### config.mk
export PLATFORM = sky130hd
export DESIGN_NAME = load_store_unit
export DESIGN_NICKNAME = d
export VERILOG_FILES = /design/src/rtl/lsu_pkg.sv /design/src/rtl/load_store_align.sv /design/src/rtl/load_store_unit.sv
export SDC_FILE = /design/constraint.sdc
export NUM_CORES = 1
export LEC_CHECK = 0
export ABC_AREA = 1
export BUFFER_PORTS_ARGS = -buffer_cell sky130_fd_sc_hd__clkbuf_2
export CAP_MARGIN = 5
export CORE_MARGIN = 1.5
export CORE_UTILIZATION = 25
export DETAILED_ROUTE_END_ITERATION = 6
export GPL_ROUTABILITY_DRIVEN = 0
export PLACE_DENSITY_LB_ADDON = 0.2
export SLEW_MARGIN = 25
export SYNTH_ARGS = -nofsm -noshare
export SYNTH_HDL_FRONTEND = slang
export SYNTH_HIERARCHICAL = 1
export SYNTH_SLANG_ARGS = --single-unit
### constraint.sdc
create_clock -name clock -period 6.2 [get_ports clock]
set_clock_uncertainty 0.2 [all_clocks]
set_input_delay 0.62 -clock clock [delete_from_list [all_inputs] [get_ports clock]]
set_output_delay 0.62 -clock clock [all_outputs]
set_load 0.02 [all_outputs]
### src/rtl/lsu_pkg.sv
// Shared definitions for the load/store unit: funct3 codes, FSM states and
// the legality check on funct3.
package lsu_pkg;

  localparam int unsigned WordWidth = 32;

  localparam logic [2:0] F3Lb  = 3'b000;
  localparam logic [2:0] F3Lh  = 3'b001;
  localparam logic [2:0] F3Lw  = 3'b010;
  localparam logic [2:0] F3Lbu = 3'b100;
  localparam logic [2:0] F3Lhu = 3'b101;
  localparam logic [2:0] F3Sb  = 3'b000;
  localparam logic [2:0] F3Sh  = 3'b001;
  localparam logic [2:0] F3Sw  = 3'b010;

  typedef enum logic [2:0] {StIdle, StRead, StWrite, StResp, StError} lsu_state_e;

  function automatic logic illegal_funct3(input logic write, input logic [2:0] f3);
    if (write) begin
      return !(f3 == F3Sb || f3 == F3Sh || f3 == F3Sw);
    end
    return (f3 == 3'b011 || f3 == 3'b110 || f3 == 3'b111);
  endfunction

endpackage

### src/rtl/load_store_align.sv
// Lane selection for loads and stores: extends the addressed load lane, merges
// store bytes into the containing word and flags misaligned accesses.
module load_store_align
  import lsu_pkg::*;
(
  input  logic [2:0]           funct3,
  input  logic [1:0]           lane,
  input  logic [WordWidth-1:0] raw_word,
  input  logic [WordWidth-1:0] store_data,
  output logic [WordWidth-1:0] load_value,
  output logic [WordWidth-1:0] store_word,
  output logic                 misaligned
);

  logic [7:0]  byte_val;
  logic [15:0] half_val;

  always_comb begin
    byte_val = raw_word[{lane, 3'b000} +: 8];
    half_val = lane[1] ? raw_word[31:16] : raw_word[15:0];

    load_value = '0;
    case (funct3)
      F3Lb:    load_value = {{24{byte_val[7]}}, byte_val};
      F3Lh:    load_value = {{16{half_val[15]}}, half_val};
      F3Lw:    load_value = raw_word;
      F3Lbu:   load_value = {24'h000000, byte_val};
      F3Lhu:   load_value = {16'h0000, half_val};
      default: load_value = '0;
    endcase

    // funct3[1:0] encodes the access size for both loads and stores
    store_word = raw_word;
    case (funct3[1:0])
      2'b00:   store_word[{lane, 3'b000} +: 8] = store_data[7:0];
      2'b01:   store_word[{lane[1], 4'b0000} +: 16] = store_data[15:0];
      2'b10:   store_word = store_data;
      default: store_word = raw_word;
    endcase

    misaligned = (funct3[1:0] == 2'b01 && lane[0]) ||
                 (funct3[1:0] == 2'b10 && lane != 2'b00);
  end

endmodule

### src/rtl/load_store_unit.sv
// Data-memory initiator: turns byte-addressed RV32I loads/stores into word
// accesses, with read-modify-write for SB/SH.
module load_store_unit
  import lsu_pkg::*;
#(
  parameter int unsigned DEPTH_WORDS = 1024,
  parameter int unsigned ADDR_WIDTH  = 32
) (
  input  logic                  clock,
  input  logic                  reset,
  input  logic                  req_valid,
  output logic                  req_ready,
  input  logic                  req_write,
  input  logic [2:0]            funct3,
  input  logic [ADDR_WIDTH-1:0] byte_addr,
  input  logic [WordWidth-1:0]  store_data,
  output logic                  resp_valid,
  output logic [WordWidth-1:0]  load_data,
  output logic                  access_error,
  output logic                  mem_read_enable,
  output logic                  mem_write_enable,
  output logic [ADDR_WIDTH-1:0] mem_address,
  output logic [WordWidth-1:0]  mem_write_data,
  input  logic [WordWidth-1:0]  mem_read_data
);

  lsu_state_e           state_q;
  logic                 write_q;
  logic [2:0]           funct3_q;
  logic [1:0]           lane_q;
  logic [WordWidth-1:0] store_data_q;

  logic                  idle;
  logic [2:0]            align_funct3;
  logic [1:0]            align_lane;
  logic [ADDR_WIDTH-1:0] word_index;
  logic                  out_of_range;
  logic                  misaligned;
  logic                  req_error;
  logic [WordWidth-1:0]  load_value;
  logic [WordWidth-1:0]  store_word;

  // In IDLE the aligner checks the incoming request; afterwards it works on
  // the latched request and the word returned by memory.
  always_comb begin
    idle         = (state_q == StIdle);
    align_funct3 = idle ? funct3 : funct3_q;
    align_lane   = idle ? byte_addr[1:0] : lane_q;
    word_index   = {2'b00, byte_addr[ADDR_WIDTH-1:2]};
    out_of_range = word_index >= ADDR_WIDTH'(DEPTH_WORDS);
    req_error    = misaligned | out_of_range | illegal_funct3(req_write, funct3);
  end

  load_store_align u_align (
    .funct3     (align_funct3),
    .lane       (align_lane),
    .raw_word   (mem_read_data),
    .store_data (store_data_q),
    .load_value (load_value),
    .store_word (store_word),
    .misaligned (misaligned)
  );

  always_ff @(posedge clock or posedge reset) begin
    if (reset) begin
      state_q          <= StIdle;
      write_q          <= 1'b0;
      funct3_q         <= '0;
      lane_q           <= '0;
      store_data_q     <= '0;
      req_ready        <= 1'b1;
      resp_valid       <= 1'b0;
      access_error     <= 1'b0;
      load_data        <= '0;
      mem_read_enable  <= 1'b0;
      mem_write_enable <= 1'b0;
      mem_address      <= '0;
      mem_write_data   <= '0;
    end else begin
      resp_valid       <= 1'b0;
      access_error     <= 1'b0;
      load_data        <= '0;
      mem_read_enable  <= 1'b0;
      mem_write_enable <= 1'b0;
      case (state_q)
        StIdle: begin
          if (req_valid) begin
            write_q      <= req_write;
            funct3_q     <= funct3;
            lane_q       <= byte_addr[1:0];
            store_data_q <= store_data;
            req_ready    <= 1'b0;
            if (req_error) begin
              state_q      <= StError;
              resp_valid   <= 1'b1;
              access_error <= 1'b1;
            end else begin
              mem_address <= word_index;
              if (req_write && funct3 == F3Sw) begin
                state_q          <= StWrite;
                mem_write_enable <= 1'b1;
                mem_write_data   <= store_data;
              end else begin
                state_q         <= StRead;
                mem_read_enable <= 1'b1;
              end
            end
          end
        end
        StRead: begin
          if (write_q) begin
            state_q          <= StWrite;
            mem_write_enable <= 1'b1;
            mem_write_data   <= store_word;
          end else begin
            state_q    <= StResp;
            resp_valid <= 1'b1;
            load_data  <= load_value;
          end
        end
        StWrite: begin
          state_q    <= StResp;
          resp_valid <= 1'b1;
        end
        default: begin
          state_q   <= StIdle;
          req_ready <= 1'b1;
        end
      endcase
    end
  end

endmodule

# Yosys cells after proc, flatten, opt, wreduce, memory -nomap -nowiden
# Cells that the tools add are included.
# word_totals
ramBits	0
mem_count	0
ff_bits	140
output_inout_bits	101
elab_cells	100
latchBits	0
romBits	0
# classes
div_mod_pow	0
magnitude_cmp	1
n_addsub	2
muxes	38
mul	0
shifts	5
n_eq_ne	17
bitwise_logic	4
n_reduce_logical	20
# op_table
cell	n
$mux W32	6
$pmux W32 S5	1
$pmux W32 S3	1
$bwmux W32	2
$pmux W32 S2	1
$shift A16 B7 Y32 const A	1
$shift A8 B7 Y32 const A	1
$shiftx A16 B7 Y32	1
$shiftx A32 B6 Y8	1
$shiftx A8 B7 Y32	1
$ge A30 B11 Y1 const B	1
$mux W1	17
$mux W16	1
$neg A5 Y7	2
$eq A3 B2 Y1 const B	4
$eq A3 B3 Y1 const B	4
$eq A3 B1 Y1 const B	3
$logic_not A3 Y1	3
$mux W3	3
$pmux W3 S3	1
$ne A2 B2 Y1 const B	3
$logic_or A1 B1 Y1	5
$reduce_and A5 Y1	1
$mux W2	2
14 further kinds	21

# Logic depth before layout (Yosys ltp)
# depth
depth_word	10
mapped_depth	23

# By module
# The synthesis kept the hierarchy.
# modules_own_cells
mod	area_per_inst_um2	cells_per_inst	instances
load_store_unit	5919.4	729	1
load_store_align	2428.6	545	1

# Least setup slack after synthesis
# Ideal clock, no wire load.
# synth_path
path_type	register -> register
startpoint	register state_q[2]
endpoint	register mem_write_data[0]
path_buffers	5
t_arrival_ps	2777
path_slack_ps	3105
t_required_ps	5883
stages_incl_launch_ff	23
cell_sequence	dfrtp_1 -> nor2_2 -> nand2_2 -> inv_4 -> o21ai_0 -> buf_2 -> inv_1 -> buf_2 -> ha_1 -> buf_2 -> clkbuf_1 -> o22ai_1 -> inv_1 -> nand2_1 -> nor2_1 -> nand2_1 -> nor2_1 -> nand2_1 -> nand2_2 -> nand3_2 -> buf_4 -> nand2_1 -> nand2_1
# synth_via
elab_chain_len	9
elab_cells_between_ends	30
cone_classes	add/sub (2); eq/ne (7); shift (4); mux (7); bitwise (2); reduce/logical (8)
# synth_rtl
item	line	rtl
from (decl)	load_store_unit.sv:27	lsu_state_e state_q;
from (signal assigned)	load_store_unit.sv:66	state_q <= StIdle;
from (signal assigned)	load_store_unit.sv:94	state_q <= StError;
from (signal assigned)	load_store_unit.sv:100	state_q <= StWrite;
$logic_not A3 Y1	load_store_unit.sv:46	idle = (state_q == StIdle);
$mux W2	load_store_unit.sv:48	align_lane = idle ? byte_addr[1:0] : lane_q;
named net align_lane[1]	load_store_unit.sv:35	logic [1:0] align_lane;
$reduce_bool A2 Y1	load_store_align.sv:42	(funct3[1:0] == 2'b10 && lane != 2'b00);
$logic_and A1 B1 Y1	load_store_align.sv:42	
$logic_or A1 B1 Y1	load_store_align.sv:41	misaligned = (funct3[1:0] == 2'b01 && lane[0]) ||
named net misaligned	load_store_unit.sv:38	logic misaligned;
$or A1 B1 Y1 (2 in a row)	load_store_unit.sv:51	req_error = misaligned | out_of_range | illegal_funct3(req_write, funct3);
$ne A2 B2 Y1 (no line)	n/a	
$reduce_and A5 Y1 (no line)	n/a	
to (signal assigned)	load_store_unit.sv:102	mem_write_data <= store_data;
to (signal assigned)	load_store_unit.sv:114	mem_write_data <= store_word;
to (decl)	load_store_unit.sv:23	output logic [WordWidth-1:0] mem_write_data,
# The timed path passes the listed nets, and every way through them passes these cells. The select of a mux whose other input is x is not followed.
# A chain may end at the register's enable or synchronous reset.

# Final worst setup path
# layout_path
startpoint	register state_q[2]
endpoint	register mem_address[21]
# layout_via
elab_chain_len	9
elab_cells_between_ends	13
cone_classes	eq/ne (2); mux (2); bitwise (3); reduce/logical (6)
# layout_rtl
item	line	rtl
$logic_not A3 Y1	load_store_unit.sv:46	
$mux W2	load_store_unit.sv:48	
named net align_lane[1]	load_store_unit.sv:35	
$reduce_bool A2 Y1	load_store_align.sv:42	
$logic_and A1 B1 Y1	load_store_align.sv:42	
$logic_or A1 B1 Y1	load_store_align.sv:41	
named net misaligned	load_store_unit.sv:38	
$or A1 B1 Y1 (2 in a row)	load_store_unit.sv:51	
$not A1 Y1 (no line)	n/a	
$reduce_and A3 Y1 (no line)	n/a	
to (signal assigned)	load_store_unit.sv:98	mem_address <= word_index;
to (decl)	load_store_unit.sv:22	output logic [ADDR_WIDTH-1:0] mem_address,
# The timed path passes the listed nets, and every way through them passes these cells.

==> reports/results.txt <==
Share of total power in sequential cells - 0.379
Area growth syn-to-layout - 22.8%
Placement Rows - 66
Routing usage on met1 - 0.236
Gr busiest metal - met2
Yosys reg bits - 140
Rel. slew slack - 0.279
Post-CTS Setup Inserts - 0
Switching fraction of total power - 0.359
Clock slew at reported path FFs - 70 ps
DR pass1 iterations - 7
CTS H-tree depth - 4
Int Pwr - 1.80 mW
Ys async rst share - 1.00
Fin. max-slew vios - 0
Met3 GRT Util - 0.0366
Crit share post-route - 0.688
Minimum clock period - 4260 ps
Hold_ws - 194 ps
Post-route ant nets - 0
Kind of cell adding the most delay to the critical path - buffers and inverters
DRT iter0 DRCs - 696
Yosys warns - 6
Cts bufs inserted - 17
Number of synthesized flops with an enable pin - 0
Post-Route WL - 30.7 mm
Setup TNS - 0 ps
P_leak - 5.66 nW
Commonest cells post-synth - nand2_1 (550), nor2_1 (154), dfrtp_1 (139)
Top cells by area, synth - dfrtp_1 (42%), nand2_1 (25%), nor2_1 (6.9%)
CP max stage delay - 620 ps
CP endpoint kind - register
GR Overflow Total - 0
Avg Cell Area, Syn - 6.55 um2
Least-Margin Pin Slew - 1070 ps
Initial Utilization - 0.255
Initial antenna violation count - 0
Wire per inst - 16.2 um
Die height - 186 um
Worst endpoint data arrival time - 4360 ps
Clk_lat worst skew - 450 ps
Via count of the first global-routing pass - 8083
Comb pwr share - 0.245
First-pass GRT wire length - 47.0 mm
Final Util - 0.313
Die area - 34500 um2
Fmax - 235 MHz
Hold crit path type - in -> reg
Max VDD drop - 204 uV
CTS root buffer - clkbuf_16
Synth top area share - 0.417
CP Max Fanout - 72
Cell taking the most area after synthesis - dfrtp_1
Share of layout cells above drive strength 1 - 0.186
CTS tree - done
N_diodes - 0
Net Sw Power - 1.01 mW
TritonCTS Sinks - 140
Clk network pwr share - 0.375
WS Path Type - reg -> reg
Post-CTS resize count - 0
Register area share after synthesis - 0.420
Pwr dens - 274 nW/um2
Die X - 186 um
Final #Nets - 1544
Vias - 8490
Maxcap violations - 0
Top FF cell, synth - dfrtp_1
Critical-path top delay cell - ha_1
Avg Vias per Cell - 4.49
I/O pins - 204
Largest net degree at the start of global routing - 97
Final hold viol count - 0
Post-synthesis cell type count - 33
Worst setup SP type - register
CP required - 6300 ps
Status - finished clean
Syn Std Cell Area - 8350 um2
CTS max path bufs - 2
Hpwl dp - 23.0 mm
Final setup violation count - 0
Port bufs - 201
Count leader, synth - nand2_1
Post-route DRC - 0
Unrepaired setup endpoints after global routing - no
CP cell instances - nor2_2 -> nand2_2 -> inv_4 -> o21ai_4 -> buf_4 -> inv_1 -> ha_1 -> o22ai_1 -> nor3_1 -> nand4_1 -> nor2_2 -> nand2_1 -> buf_4 -> inv_1 -> nor2_1
Gr usage total - 0.181
GR Util met2 - 0.293
Tot Pwr - 2.81 mW
Crit path buf inv count - 5
Core Region - 32700 um2
Mapped Cells - 1274
[placed cells by master (no fill, tap or decap), drive strengths merged]
cell and instances:
nand3 43, o21ai 81, clkbuf 221, clkinvlp 1
nor3 2, a21oi 31, o22ai 1, o211ai 11
nand2 557, dfstp 1, clkinv 6, nand4 37
and2 1, dfrtp 139, or2 2, dlygate4sd3 1
inv 134, buf 9, nor2 159, conb 2
a21boi 4, bufinv 1, ha 5
[power groups by stage]
stage,Combinational (mW),Clock [mW],Sequential [mW]
after CTS,0.694,1.09,1.07
after floorplan,0.385,0,1.13
after global placement,0.688,0,1.09
final,0.690,1.06,1.07
after detailed placement,0.692,0,1.08
after global routing,0.772,1.12,1.08
[sequential cells by signal, summed over array words and instances, names as in the netlist]
signal,flops
load_data,32
mem_write_data,32
store_data_q,32
mem_address,30
funct3_q,3
state_q,3
lane_q,2
access_error,1
mem_read_enable,1
mem_write_enable,1
req_ready,1
resp_valid,1
write_q,1
[worst paths after layout]
kind / slack, ps / cells after the start / start / end
min: 190 / 3 / byte_addr[4] / mem_address[2]$_DFFE_PP0P_
max: 1940 / 15 / state_q[2]$_DFFE_PP0P_ / mem_address[21]$_DFFE_PP0P_
max reg2reg: 1940 / 15 / state_q[2]$_DFFE_PP0P_ / mem_address[21]$_DFFE_PP0P_
min in group asynchronous: 480 / 3 / reset / load_data[8]$_DFF_PP0_
max in group asynchronous: 4050 / 5 / reset / mem_address[5]$_DFFE_PP0P_
min reg2reg: 270 / 2 / mem_write_data[28]$_DFFE_PP0P_ / mem_write_data[28]$_DFFE_PP0P_
[what timing repair did]
item                                    4_1_cts  5_1_grt
hold endpoints to repair                      0       27
hold buffers                                  0        1
endpoints found under the setup margin        0        0
[worst min-delay path: stages]
cell      delay (ps)
clkbuf_2          80
o21ai_1           60
inv_1             40
[final cells by class]
| type | count | area [um2] |
|---|---|---|
| clock inverter | 12 | 128 |
| fill | 3767 | 22500 |
| timing repair buffer | 211 | 1100 |
| inverter | 130 | 498 |
| clock buffer | 20 | 467 |
| sequential | 140 | 3500 |
| tap | 442 | 553 |
| multi-input combinational | 936 | 4000 |
[cells by family (layout without fill, tap and decap cells)]
family	Yosys count	in the layout	synth area share
AOI/OAI and AO/OA	128	128	0.0814
adders and majority gates	5	5	0.00749
buffers and inverters	199	373	0.104
DFF	140	140	0.420
other	1	2	0.000449
and+or+nand+nor	801	801	0.387
[layer usage]
metal,wire [um],up-vias
met5,0,-
met4,860,0
met3,1750,45
met2,14600,265
met1,13500,3937
li1,-,4243
[metrics by stage]
stage	area, um2	setup slack, ps	cells
4_1_cts	10200	1920	1889
3_5_place_dp	9610	1920	1857
6_report	10200	1940	1891
3_3_place_gp	9610	2080	1857
2_1_floorplan	8350	1630	1275
5_1_grt	10200	1490	1891
Note: power is estimated with default switching activity, not from simulation.
